$ cat src/rtl/ifu_fetch.sv
// ifu_fetch: multi-cycle instruction fetch unit. The PC register, a
// FETCH/WAIT/EXEC handshake with instruction memory, the branch condition
// evaluator and the next-PC selector.
// Optional feature macro: IFU_ALIGN_CHECK_EN. When it is defined, a
// misaligned jump target traps into a sticky ERR state. When it is not
// defined, target bits [1:0] are cleared.
module ifu_fetch #(
  parameter logic [31:0] RESET_PC      = 32'h0000_3000,
  parameter int          JUMP_SEG_BITS = 4
) (
  input  logic        clk,
  input  logic        rst_n,
  output logic        imem_req,
  output logic [31:0] imem_addr,
  input  logic        imem_ack,
  input  logic [31:0] imem_rdata,
  output logic [31:0] instr,
  output logic        instr_valid,
  input  logic [1:0]  Jumpctr,
  input  logic [2:0]  Branchctr,
  input  logic [31:0] rs_val,
  input  logic [31:0] rt_val,
  output logic [31:0] pc,
  output logic [31:0] link_addr,
  output logic        addr_err
);

`ifdef IFU_ALIGN_CHECK_EN
  typedef enum logic [1:0] {FETCH = 2'd0, WAIT = 2'd1, EXEC = 2'd2, ERR = 2'd3} state_t;
`else
  typedef enum logic [1:0] {FETCH = 2'd0, WAIT = 2'd1, EXEC = 2'd2} state_t;
`endif

  // Upper PC segment kept by j/jal; the remaining bits come from the target field.
  localparam logic [31:0] SEG_MASK = ~(32'hFFFF_FFFF >> JUMP_SEG_BITS);

  state_t      state;
  logic [31:0] pc_plus4;
  logic [31:0] br_target;
  logic [31:0] jmp_target;
  logic [31:0] next_pc_raw;
  logic [31:0] next_pc;
  logic        br_taken;

  assign pc_plus4   = pc + 32'd4;
  assign link_addr  = pc_plus4;
  assign imem_addr  = pc;
  assign br_target  = pc_plus4 + {{14{instr[15]}}, instr[15:0], 2'b00};
  assign jmp_target = (pc_plus4 & SEG_MASK) | ({4'b0000, instr[25:0], 2'b00} & ~SEG_MASK);
  // Gating with rst_n keeps the request low while reset is held. The first
  // cycle after reset release then already requests the fetch.
  assign imem_req   = rst_n & ((state == FETCH) | (state == WAIT));

  // Branch condition evaluation on signed operands (sign bit tests for compare-with-zero).
  always_comb begin
    br_taken = 1'b0;
    case (Branchctr)
      3'b001:  br_taken = (rs_val == rt_val);
      3'b010:  br_taken = (rs_val != rt_val);
      3'b011:  br_taken = ~rs_val[31];
      3'b100:  br_taken = rs_val[31];
      3'b101:  br_taken = ~rs_val[31] & (rs_val != 32'd0);
      3'b110:  br_taken = rs_val[31] | (rs_val == 32'd0);
      default: br_taken = 1'b0;
    endcase
  end

  // Next-PC priority: register jump, segment jump, taken branch, sequential.
  always_comb begin
    next_pc_raw = pc_plus4;
    if (Jumpctr == 2'b10) begin
      next_pc_raw = rs_val;
    end else if (Jumpctr == 2'b01) begin
      next_pc_raw = jmp_target;
    end else if (br_taken) begin
      next_pc_raw = br_target;
    end else begin
      next_pc_raw = pc_plus4;
    end
  end

`ifdef IFU_ALIGN_CHECK_EN
  assign next_pc = next_pc_raw;
`else
  assign next_pc  = next_pc_raw & 32'hFFFF_FFFC;
  assign addr_err = 1'b0;
`endif

  // Fetch FSM, PC update and instruction capture, with synchronous active-low reset.
  always_ff @(posedge clk) begin
    if (!rst_n) begin
      state       <= FETCH;
      pc          <= RESET_PC;
      instr       <= 32'd0;
      instr_valid <= 1'b0;
`ifdef IFU_ALIGN_CHECK_EN
      addr_err    <= 1'b0;
`endif
    end else begin
      case (state)
        FETCH: begin
          instr_valid <= 1'b0;
          state       <= WAIT;
        end
        WAIT: begin
          if (imem_ack) begin
            instr       <= imem_rdata;
            instr_valid <= 1'b1;
            state       <= EXEC;
          end else begin
            instr_valid <= 1'b0;
          end
        end
        EXEC: begin
          instr_valid <= 1'b0;
`ifdef IFU_ALIGN_CHECK_EN
          if (next_pc[1:0] != 2'b00) begin
            addr_err <= 1'b1;
            state    <= ERR;
          end else begin
            pc    <= next_pc;
            state <= FETCH;
          end
`else
          pc    <= next_pc;
          state <= FETCH;
`endif
        end
`ifdef IFU_ALIGN_CHECK_EN
        ERR: begin
          instr_valid <= 1'b0;
          state       <= ERR;
        end
`endif
        default: begin
          instr_valid <= 1'b0;
          state       <= FETCH;
        end
      endcase
    end
  end

endmodule

$ cat config.mk
export PLATFORM = sky130hd
export DESIGN_NAME = ifu_fetch
export DESIGN_NICKNAME = d
export VERILOG_FILES = /design/src/rtl/ifu_fetch.sv
export SDC_FILE = /design/constraint.sdc
export NUM_CORES = 1
export LEC_CHECK = 0
export ABC_AREA = 1
export CORE_ASPECT_RATIO = 1.4
export CORE_MARGIN = 3
export CORE_UTILIZATION = 48
export CTS_BUF_LIST = sky130_fd_sc_hd__clkbuf_8
export CTS_CLUSTER_DIAMETER = 80
export DETAILED_ROUTE_END_ITERATION = 12
export PLACE_DENSITY = 0.91
export SLEW_MARGIN = 10
export SYNTH_ARGS = -nofsm -noshare
export SYNTH_HDL_FRONTEND = slang
export SYNTH_SLANG_ARGS = --single-unit
$ cat constraint.sdc
create_clock -name clk -period 3.7 [get_ports clk]
set_input_delay 0.925 -clock clk [delete_from_list [all_inputs] [get_ports clk]]
set_output_delay 0.925 -clock clk [all_outputs]
set_load 0.1 [all_outputs]
Word-level counts from Yosys, hierarchy flattened
Index checks and enable logic that the tools add are counted.
Widths: inputs -> output; s select.
{ "word_totals": {"ramBits": 0, "reg_bits": 65, "elab_cells": 37, "romBits": 0, "memories": 0, "output_inout_bits": 131, "latch_bits": 0} }
{ "classes": {"addsub": 2, "mul": 0, "n_reduce_logical": 5, "div": 0, "magnitude_cmp": 0, "n_shift": 0, "eq_ne": 13, "mux": 7, "bitwise": 6} }
{ "op_table": {"columns": ["cell", "count"], "rows": [
  ["$mux 32", 3],
  ["$add 32x3->32 const B", 1],
  ["$add 32x32->32", 1],
  ["$eq 32x32->1", 1],
  ["$logic_not 32->1", 1],
  ["$ne 32x32->1", 1],
  ["$or 32x28->32", 1],
  ["$reduce_bool 32->1", 1],
  ["$eq 3x3->1 const B", 3],
  ["$eq 3x2->1 const B", 2],
  ["$pmux 1 s6", 1],
  ["$eq 2x1->1 const B", 2],
  ["$eq 2x2->1 const B", 2],
  ["$pmux 2 s2", 1],
  ["$reduce_and 2->1", 2],
  ["$eq 3x1->1 const B", 1],
  ["$and 1x1->1", 2],
  ["$logic_not 2->1", 1],
  ["$mux 2", 1],
  ["$ne 2x2->1 const B", 1],
  ["$or 1x1->1", 2],
  ["$mux 1", 1],
  ["$not 1->1", 1]
]} }

Logic depth before layout (Yosys ltp)
Gate-level depths: netlist (run 1).
{ "logic_depth": {"word_depth": 6, "depth_mapped": 27, "ltp_nobuf": 27} }

Worst setup path before layout (run 1)
No wires, ideal clock.
{ "synth_timing": {"path_type": "register -> register", "startpoint": "register pc[2] (netlist: imem_addr[2])", "endpoint": "register pc[31] (netlist: imem_addr[31])", "slack_ns": -2.042, "setup_time_ns": 0.132, "synth_period_minus_slack_ns": 5.742, "n_path_buf": 0, "arrival_time_ns": 5.610, "stages_incl_launch_ff": 23, "path_cell_list": "dfxtp_1 > inv_1 > nor2_1 > nand2_1 > nor2_1 > xor2_1 > ha_1 > nand2_1 > inv_1 > nand2_1 > nand2_1 > nand2_1 > nand2_1 > a21oi_1 > nand2_1 > nand2_1 > nand2_1 > inv_1 > nand4_1 > nand2_1 > nand2_1 > nand2_1 > a21oi_1"} }
{ "synth_between": {"elab_chain_len": 5, "word_cells_on_any_way": 6, "classes_between": "2 x add/sub; 3 x mux; 1 x bitwise"} }
{ "synth_lines": {"columns": ["element", "line", "rtl"], "rows": [
  ["start: declaration", "23", "output logic [31:0] pc,"],
  ["start signal: assignment", "125", "pc <= next_pc;"],
  ["$add 32x3->32", "45", "assign pc_plus4 = pc + 32'd4;"],
  ["named net link_addr[2]", "24", "output logic [31:0] link_addr,"],
  ["$add 32x32->32", "48", "assign br_target = pc_plus4 + {{14{instr[15]}}, instr[15:0], 2'b00};"],
  ["$mux 32", "75", "end else if (br_taken) begin"],
  ["$mux 32", "73", "end else if (Jumpctr == 2'b01) begin"],
  ["$mux 32", "71", "if (Jumpctr == 2'b10) begin"]
]} }
The timed path passes the listed nets, and every way through them passes these cells.
A chain may end at the register's enable or synchronous reset.

Final worst setup path (run 1)
{ "layout_timing": {"startpoint": "register pc[13] (netlist: imem_addr[13])", "endpoint": "output link_addr[30]"} }
{ "layout_between": {"elab_chain_len": 1} }
{ "layout_lines": {"columns": ["element", "line"], "rows": [
  ["$add 32x3->32", "45"],
  ["end: declaration", "24"]
]} }
No other way between the ends.

==> results of run 1 <==
-- placed cells by master (no fill, tap or decap), types with 5 or more instances in the layout --
cell / count
a21oi_1: 64
buf_12: 8
buf_4: 122
clkbuf_8: 11
clkdlybuf4s50_1: 118
clkinvlp_4: 8
conb_1: 7
dfxtp_1: 47
dfxtp_2: 13
dfxtp_4: 5
ha_1: 32
inv_1: 142
nand2_1: 299
nand3_1: 61
nand4_1: 24
nor2_1: 151
nor2_2: 7
nor2_4: 5
nor3_1: 10
nor3_2: 5
o21ai_0: 75
o21bai_1: 8
or2_2: 5
xnor2_1: 37
xor2_1: 26
xor2_2: 7
-- per-stage QoR --
stage               area (sq um)  power, uW  setup TNS, ns  cells
floorplan                   7040       1560          -6.16   1158
global placement            9090       1870              0   1517
detailed placement          9090       1880              0   1517
CTS                         9270       2440              0   1533
global route                9410       2560        -0.0454   1537
finish                      9410       2460              0   1537
-- worst max-delay path by stage --
stage                        from             to  slack (ns)  cells past startpoint
global route        imem_addr[13]  imem_addr[31]       -0.05                     26
finish              imem_addr[13]  link_addr[30]        0.24                     12
global placement    imem_addr[12]  imem_addr[22]        0.25                     19
detailed placement   imem_addr[2]  imem_addr[31]        0.12                     26
CTS                  imem_addr[2]  imem_addr[31]        0.11                     26
floorplan            imem_addr[2]  imem_addr[31]       -0.46                     23
-- sequential cells by signal, indices dropped and copies added, names as in the netlist --
signal / cells
imem_addr: 30
state: 2
instr_valid: 1
instr: 32
-- area by class of cell --
type                       instances  area [sq um]
multi-input combinational        875          4820
fill                            1181          4170
timing repair buffer             248          2260
sequential                        65          1340
inverter                         151           589
tap                              182           228
clock buffer                      11           151
clock inverter                     5          30.0
-- cell families after synthesis --
logic type | synth area share [%]
DFF | 19.2
buffers and inverters | 14.4
other | 0.0553
AOI/OAI and AO/OA | 13.9
and+or+nand+nor | 35.8
xor gates and xnor gates | 9.69
adders and majority gates | 6.94
-- report_power, final --
part	internal, uW	switching [uW]
Clock	276	297
Combinational	336	761
Sequential	734	53.2
Total	1350	1110
-- routing by layer --
metal	share of wire, %	vias up	GRT usage [%]
met5	0	-	0
met4	4.2	0	13.1
met3	7.8	96	3.94
met2	51	456	58.0
met1	37	3823	37.6
li1	-	4017	-
-- worst max-delay path: cells and delay by family (launching register included) --
family	cells	cell delay [ns]
flip-flops	1	0.41
XOR/XNOR	1	0.24
AND/OR/NAND/NOR	6	0.90
buffers and inverters	5	0.62
-- what timing repair did --
action,4_1_cts,5_1_grt
setup endpoints to repair,0,16
buffers inserted,0,4
gates resized for setup,0,25
endpoints found under the hold margin,0,0
==> run summary, run 1 <==
status - complete, no violations
CTS buffer count - 9
max frequency - 289 MHz
post-route clock period utilization - 93.6%
Root Buffer Master - clkbuf_8
vias in the first global route - 7946
Initial Util - 49.9%
Total Wirelength - 25400 microns
post-synthesis area per instance - 5.88 sq um
DP Worst Slack - 0.122 ns
drt via density - 5.46
first-pass GRT wire length - 40100 microns
slack of the critical path - 0.236 ns
grt total ovfl - 0
register-to-register setup slack - 0.29 ns
Max-Cap Viols - 0
CP dominant cell by count - inv_1
slew at the pin with the worst max-slew slack - 1.20 ns
initial DRC count - 903
GR Util All Layers - 32.0%
slew margin rel. - 19.6%
Worst Path Required - 2.77 ns
DP HPWL - 20400 microns
crit path capture type - primary output
hold path cells - 2
Seq/Total Area, Yosys - 19.2%
antenna diode instance count - 0
CP Launch Type - register
min-delay worst type - reg -> reg
area of the mapped netlist - 0.00678 sq mm
vias - 8392
Lkg Pwr - 0.00465 uW
drt drc - 0
CP max FO - 6
r2r endpoint - imem_addr[22]
CTS tree - yes
PortBufs - 227
clock sink count - 65
post-synth top area share - 19.2%
die width - 106 microns
IO Pins - 235
Max IR drop VDD - 0.238 mV
Area contributors post-synth - dfxtp_1 19%, nand2_1 17%, nor2_1 8.9%, inv_1 8.2%, ha_1 6.6%
Tmin final - 3.46 ns
Placer Congestion - 1.03
drt pass-1 iters - 6
Die ar. - 0.0156 sq mm
r2r startpoint - imem_addr[6]
Avg WL per Cell - 16.5 microns
Area Growth Syn to Fin - 38.8%
Die H - 147 microns
flops & latches, synth - 65
H-Tree Level Count - 3
count leader, synth - nand2_1
Hold Slack - 0.472 ns
ys async rst share - 0%
cts hold-fix bufs - 0
CP max-delay cell - dfxtp_4
Cell Rows - 50
Distinct cells, synth - 41
endpoints failing setup - 0
R2R depth - 19
post-synthesis cell count - 1152
CTS max path bufs - 2
clk slew on worst S/H paths - 0.07 ns
initial antenna violation count - 0
prevailing post-synth register cell - dfxtp_1
Clock Latency Late Sink - 0.37 ns
Crit path arrival time - 2.54 ns
final antenna-violating net count - 0
area leader, netlist - dfxtp_1
Nets - 1491
Post-synth EDFFs - 0
post-layout util - 69.3%
critical path type - reg -> out
Synth top cells by count - 301 x nand2_1, 160 x nor2_1, 148 x inv_1
Clock Skew - 0.0149 ns
Hold EP - instr[25]
critical-path cell list - nand2_1 > inv_1 > nand3_1 > nor2_2 > nand4_1 > inv_1 > nand2_1 > nor2_1 > xor2_1 > inv_1 > buf_4 > buf_12
Worst path max stage delay - 0.41 ns
core area - 0.0136 sq mm
Final Hold Fails - 0
min-delay src - instr[25]
PD cells - 261 mW/mm^2
Syn. warnings - 0
Slew Viols, Final - 0
layout cells sized above 1 - 16.8%
pin count of the biggest net entering global routing - 41
(Power assumes the default switching activity.)
==> inputs of run 2 (changes only) <==
--- a/config.mk
+++ b/config.mk
@@ -13,7 +13,7 @@
 export CTS_CLUSTER_DIAMETER = 80
 export DETAILED_ROUTE_END_ITERATION = 12
 export PLACE_DENSITY = 0.91
-export SLEW_MARGIN = 10
+export SLEW_MARGIN = 30
 export SYNTH_ARGS = -nofsm -noshare
 export SYNTH_HDL_FRONTEND = slang
 export SYNTH_SLANG_ARGS = --single-unit
==> run summary, run 2 (synthesized netlist as in run 1, its figures left out) <==
Die H - 147 microns (unchanged)
final antenna-violating net count - 0 (unchanged)
crit path capture type - primary output (unchanged)
CP Launch Type - register (unchanged)
clk slew on worst S/H paths - 0.08 ns (was 0.07 ns)
most frequent cells in the layout - 299 x nand2_1, 151 x nor2_1, 141 x inv_1, 121 x buf_4, 118 x clkdlybuf4s50_1 (was 299 x nand2_1, 151 x nor2_1, 142 x inv_1, 122 x buf_4, 118 x clkdlybuf4s50_1)
slew margin rel. - 33.6% (was 19.6%)
commonest non-fill, non-tap cell in the layout - nand2_1 (unchanged)
grt total ovfl - 0 (unchanged)
register-to-register setup slack - 0.27 ns (was 0.29 ns)
DP HPWL - 20500 microns (was 20400 microns)
Reg with most FFs - instr (unchanged)
cts hold-fix bufs - 0 (unchanged)
r2r startpoint - imem_addr[12] (was imem_addr[6])
Max-Cap Viols - 0 (unchanged)
Root Buffer Master - clkbuf_8 (unchanged)
Multi-input gate area - 0.00480 sq mm (was 0.00482 sq mm)
Nets - 1490 (was 1491)
vias in the first global route - 8015 (was 7946)
Die ar. - 0.0156 sq mm (unchanged)
Tmin final - 3.50 ns (was 3.46 ns)
CTS tree - yes (unchanged)
PD cells - 276 mW/mm^2 (was 261 mW/mm^2)
max reg flops - 32 (unchanged)
initial antenna violation count - 0 (unchanged)
post-layout util - 69.5% (was 69.3%)
drt via density - 5.45 (was 5.46)
Hold Slack - 0.472 ns (about the same)
fillers - 1157 (was 1181)
CP Launch Point - imem_addr[2] (was imem_addr[13])
core area - 0.0136 sq mm (unchanged)
Clock Latency Late Sink - 0.36 ns (was 0.37 ns)
clock sink count - 65 (unchanged)
CTS buffer count - 9 (unchanged)
Avg WL per Cell - 16.7 microns (was 16.5 microns)
Worst Path Required - 2.77 ns (about the same)
CP Capture Point - link_addr[30] (unchanged)
H-Tree Level Count - 3 (unchanged)
Initial Util - 49.9% (unchanged)
PortBufs - 227 (unchanged)
first-pass GRT wire length - 40200 microns (was 40100 microns)
pin count of the biggest net entering global routing - 41 (unchanged)
CTS max path bufs - 2 (unchanged)
Area Growth Syn to Fin - 39.3% (was 38.8%)
R2R depth - 23 (was 19)
slew at the pin with the worst max-slew slack - 0.993 ns (was 1.20 ns)
critical path type - reg -> out (unchanged)
GR Util All Layers - 32.1% (was 32.0%)
die width - 106 microns (unchanged)
drt pass-1 iters - 5 (was 6)
Seq. cell area - 0.00134 sq mm (unchanged)
Max IR drop VDD - 0.281 mV (was 0.238 mV)
CP max FO - 6 (unchanged)
initial DRC count - 754 (was 903)
endpoints failing setup - 0 (unchanged)
IO Pins - 235 (unchanged)
Cell Rows - 50 (unchanged)
status - complete, no violations (unchanged)
Final Hold Fails - 0 (unchanged)
layout cells sized above 1 - 16.6% (was 16.8%)
Tot Pwr - 2600 uW (was 2460 uW)
Slew Viols, Final - 0 (unchanged)
Total Wirelength - 25600 microns (was 25400 microns)
antenna diode instance count - 0 (unchanged)
vias - 8368 (was 8392)
max frequency - 286 MHz (was 289 MHz)
setup tns final - 0 ns (unchanged)
min-delay worst type - reg -> reg (unchanged)
Lkg Pwr - 0.00467 uW (was 0.00465 uW)
Placer Congestion - 1.03 (unchanged)
Clock Skew - 0.0109 ns (was 0.0149 ns)
Crit path arrival time - 2.58 ns (was 2.54 ns)
post-route clock period utilization - 94.6% (was 93.6%)
drt drc - 0 (unchanged)
r2r endpoint - imem_addr[31] (was imem_addr[22])
[run 2: cell types whose count changed in the layout (fill, tap and decap cells not counted), sizes merged]
| cell | before | now |
|---|---|---|
| inv | 147 | 146 |
| clkinv | 1 | 0 |
| bufinv | 0 | 2 |
| buf | 130 | 129 |
[run 2: report_power, final]
group          internal, uW  switching (uW)  total, uW
Clock                   414             305        719
Sequential              734            52.6        786
Combinational           335             763       1100
Total                  1480            1120       2600
[run 2: per-layer routing]
layer	global-route usage, %	share of wire [%]	up-vias
li1	-	-	4012
met1	37.0	36	3819
met3	4.95	8.5	84
met2	57.9	51	453
met4	14.2	4.0	0
met5	0	0	-
[run 2: what timing repair did]
action,CTS,global route
endpoints found under the setup margin,0,17
buffers inserted,0,3
gates resized for setup,0,21
[run 2: cell type report]
class / instances / area share [%]
tap: 182 / 2.41
timing repair buffer: 247 / 23.8
multi-input combinational: 875 / 50.9
inverter: 151 / 6.25
clock buffer: 11 / 1.60
clock inverter: 5 / 0.835
sequential: 65 / 14.2
[run 2: how the worst min path moves through the flow]
stage / depth (start not counted) / slack [ns] / start / to
after floorplan: 2 / 0.48 / state[0] / state[0]
after global routing: 2 / 0.50 / instr[23] / instr[23]
after detailed placement: 2 / 0.46 / instr[25] / instr[25]
after global placement: 2 / 0.45 / instr[23] / instr[23]
final: 2 / 0.47 / instr[25] / instr[25]
after CTS: 2 / 0.47 / instr[23] / instr[23]
[run 2: stage by stage]
stage               instance area, sq um  instances  setup WS [ns]
global route                        9440       1536        -0.0226
CTS                                 9320       1533          0.114
finish                              9440       1536          0.198
global placement                    9090       1517          0.246
floorplan                           7040       1158         -0.456
detailed placement                  9090       1517          0.133
[run 2: critical path, cell delays in order (launching register included)]
cell,delay [ns]
dfxtp_4,0.40
ha_4,0.17
nand3_2,0.11
inv_2,0.10
nand3_2,0.11
nor2_4,0.15
nand4_1,0.15
inv_1,0.08
nand2_1,0.10
nor2_1,0.15
xor2_1,0.25
inv_1,0.13
buf_4,0.16
buf_12,0.16
==> inputs of run 3 (changes only) <==
--- a/config.mk
+++ b/config.mk
@@ -12,7 +12,7 @@
 export CTS_BUF_LIST = sky130_fd_sc_hd__clkbuf_8
 export CTS_CLUSTER_DIAMETER = 80
 export DETAILED_ROUTE_END_ITERATION = 12
-export PLACE_DENSITY = 0.91
+export PLACE_DENSITY = 0.84
 export SLEW_MARGIN = 30
 export SYNTH_ARGS = -nofsm -noshare
 export SYNTH_HDL_FRONTEND = slang
==> run summary, run 3 (synthesized netlist as in run 1, its figures left out) <==
Post-Layout Cell Count - 1534 (was 1536)
critical-path cell list - inv_1 > nor3_1 > nand3b_1 > nor2_1 > nand3_1 > xor2_1 > inv_1 > ha_1 > nand2_1 > nor2_1 > nand2_1 > nor2_1 > nand2_1 > nand2_1 > nand2_1 > nand2_1 > inv_1 > nand3_1 > nand2_1 > nand2_1 > nand2_1 > nand2_1 > a21oi_1 (was ha_4 > nand3_2 > inv_2 > nand3_2 > nor2_4 > nand4_1 > inv_1 > nand2_1 > nor2_1 > xor2_1 > inv_1 > buf_4 > buf_12)
Worst path max stage delay - 0.48 ns (was 0.40 ns)
worst path bufs/invs - 3 (was 5)
H-Tree Level Count - 3 (unchanged)
Max-Cap Viols - 0 (unchanged)
Lkg Pwr - 0.00462 uW (was 0.00467 uW)
layout cells sized above 1 - 16.3% (was 16.6%)
CP max FO - 6 (unchanged)
max frequency - 288 MHz (was 286 MHz)
Die H - 147 microns (unchanged)
initial antenna violation count - 0 (unchanged)
CTS tree - yes (unchanged)
slew at the pin with the worst max-slew slack - 0.994 ns (was 0.993 ns)
endpoints failing setup - 0 (unchanged)
Nets - 1488 (was 1490)
placed cells - 1517 (unchanged)
register share of total power - 30.3% (was 30.2%)
drt drc - 0 (unchanged)
PD cells - 276 mW/mm^2 (about the same)
Area Growth Syn to Fin - 38.8% (was 39.3%)
antenna diode instance count - 0 (unchanged)
vias in the first global route - 7689 (was 8015)
clk slew on worst S/H paths - 0.08 ns (about the same)
IO Pins - 235 (unchanged)
Worst Path Required - 3.94 ns (was 2.77 ns)
Die ar. - 0.0156 sq mm (unchanged)
status - complete, no violations (unchanged)
min-delay worst type - reg -> reg (unchanged)
Placer Congestion - 0.976 (was 1.03)
Avg WL per Cell - 16.3 microns (was 16.7 microns)
grt total ovfl - 0 (unchanged)
share of total power in the clock network - 27.6% (about the same)
clock sink count - 65 (unchanged)
Slew Viols, Final - 0 (unchanged)
commonest non-fill, non-tap cell in the layout - nand2_1 (unchanged)
Reg with most FFs - instr (unchanged)
max reg flops - 32 (unchanged)
Clock Skew - 0.0180 ns (was 0.0109 ns)
Max IR drop VDD - 0.253 mV (was 0.281 mV)
Crit path arrival time - 3.71 ns (was 2.58 ns)
Tmin final - 3.47 ns (was 3.50 ns)
most frequent cells in the layout - 299 x nand2_1, 152 x nor2_1, 140 x inv_1, 123 x clkdlybuf4s50_1, 114 x buf_4 (was 299 x nand2_1, 151 x nor2_1, 141 x inv_1, 121 x buf_4, 118 x clkdlybuf4s50_1)
vias - 8173 (was 8368)
Root Buffer Master - clkbuf_8 (unchanged)
final antenna-violating net count - 0 (unchanged)
pin count of the biggest net entering global routing - 41 (unchanged)
Switching Share - 43.9% (was 43.1%)
Final Hold Fails - 0 (unchanged)
Comb power frac - 42.1% (was 42.2%)
Initial Util - 49.9% (unchanged)
CTS max path bufs - 2 (unchanged)
GR Util All Layers - 31.4% (was 32.1%)
PortBufs - 227 (unchanged)
Cell Rows - 50 (unchanged)
CTS buffer count - 9 (unchanged)
CP delay by family, top - simple AND/OR/NAND/NOR gates (unchanged)
Total Wirelength - 25000 microns (was 25600 microns)
Hold Slack - 0.480 ns (was 0.472 ns)
CP max-delay cell - dfxtp_2 (was dfxtp_4)
drt pass-1 iters - 6 (was 5)
unrepaired setup endpoints after global routing - true
setup tns final - 0 ns (unchanged)
sw power - 1140 uW (was 1120 uW)
cell internal pwr - 1460 uW (was 1480 uW)
CP dominant cell by count - nand2_1
critical path type - reg -> reg (was reg -> out)
DP HPWL - 20300 microns (was 20500 microns)
initial DRC count - 595 (was 754)
crit path capture type - register (was primary output)
CP Launch Type - register (unchanged)
first-pass GRT wire length - 39200 microns (was 40200 microns)
slew margin rel. - 33.5% (was 33.6%)
drt via density - 5.33 (was 5.45)
die width - 106 microns (unchanged)
core area - 0.0136 sq mm (unchanged)
Clock Latency Late Sink - 0.36 ns (about the same)
post-route clock period utilization - 93.8% (was 94.6%)
## run 3: cell types whose count changed in the layout (fill, tap and decap cells not counted), moves of 2 or more
cell             before  now
buf_4               121  114
clkdlybuf4s50_1     118  123
dfxtp_2              13   17
ha_2                  0    4
dfxtp_4               5    2
ha_1                 34   31
clkbuf_8             11    9
clkinv_4              0    2
inv_6                 0    2
nor2_2                8    6
nor3_1               10   12
## run 3: layout make-up
type / count / area [sq um]
Inverter: 151 / 589
Timing Repair Buffer: 245 / 2250
Tap cell: 182 / 228
Fill cell: 1222 / 4170
Clock inverter: 7 / 103
Clock buffer: 9 / 124
Sequential cell: 65 / 1330
Multi-Input combinational cell: 875 / 4790
## run 3: power groups by stage
stage | clock (uW) | sequential, uW | combinational, uW
global placement | 0 | 800 | 1070
detailed placement | 0 | 801 | 1080
finish | 717 | 787 | 1090
floorplan | 0 | 1030 | 525
CTS | 722 | 785 | 1080
global route | 750 | 792 | 1160
## run 3: timing repair
action                                  4_1_cts  5_1_grt
endpoints found under the setup margin        0       15
gates resized for setup                       0       18
hold buffers                                  0        0
setup buffers                                 0        1
## run 3: worst paths after layout
kind | from | endpoint | slack [ns] | cells after the start
setup / recovery | imem_addr[17] | imem_addr[31] | 0.23 | 23
hold / removal | instr[23] | instr[23] | 0.48 | 2
setup reg to reg | imem_addr[17] | imem_addr[31] | 0.23 | 23
hold reg to reg | instr[23] | instr[23] | 0.48 | 2
## run 3: metrics by stage
| stage | worst slack, ns | power (uW) | area [sq um] | utilization, % |
|---|---|---|---|---|
| 2_1_floorplan | -0.456 | 1560 | 7040 | - |
| 3_3_place_gp | 0.200 | 1870 | 9100 | 67.0 |
| 3_5_place_dp | 0.118 | 1880 | 9100 | 67.0 |
| 4_1_cts | 0.103 | 2590 | 9330 | 68.7 |
| 5_1_grt | -0.0314 | 2700 | 9410 | 69.3 |
| 6_report | 0.228 | 2600 | 9410 | 69.3 |
## run 3: worst register-to-register path, cell delays in order, from the launching register on
cell and delay, ns:
dfxtp_2 0.48, inv_1 0.10, nor3_1 0.33, nand3b_1 0.17, nor2_1 0.11, nand3_1 0.14
xor2_1 0.24, inv_1 0.15, ha_1 0.37, nand2_1 0.11, nor2_1 0.28, nand2_1 0.13
nor2_1 0.10, nand2_1 0.07, nand2_1 0.06, nand2_1 0.04, nand2_1 0.09, inv_1 0.05
nand3_1 0.07, nand2_1 0.05, nand2_1 0.05, nand2_1 0.05, nand2_1 0.06, a21oi_1 0.06
## run 3: metal layers
| layer | share of wire, % | vias up | track usage [%] |
|---|---|---|---|
| li1 | - | 4017 | - |
| met1 | 37 | 3664 | 37.3 |
| met2 | 50 | 412 | 55.2 |
| met3 | 7.5 | 80 | 4.82 |
| met4 | 4.7 | 0 | 14.1 |
| met5 | 0 | - | 0 |
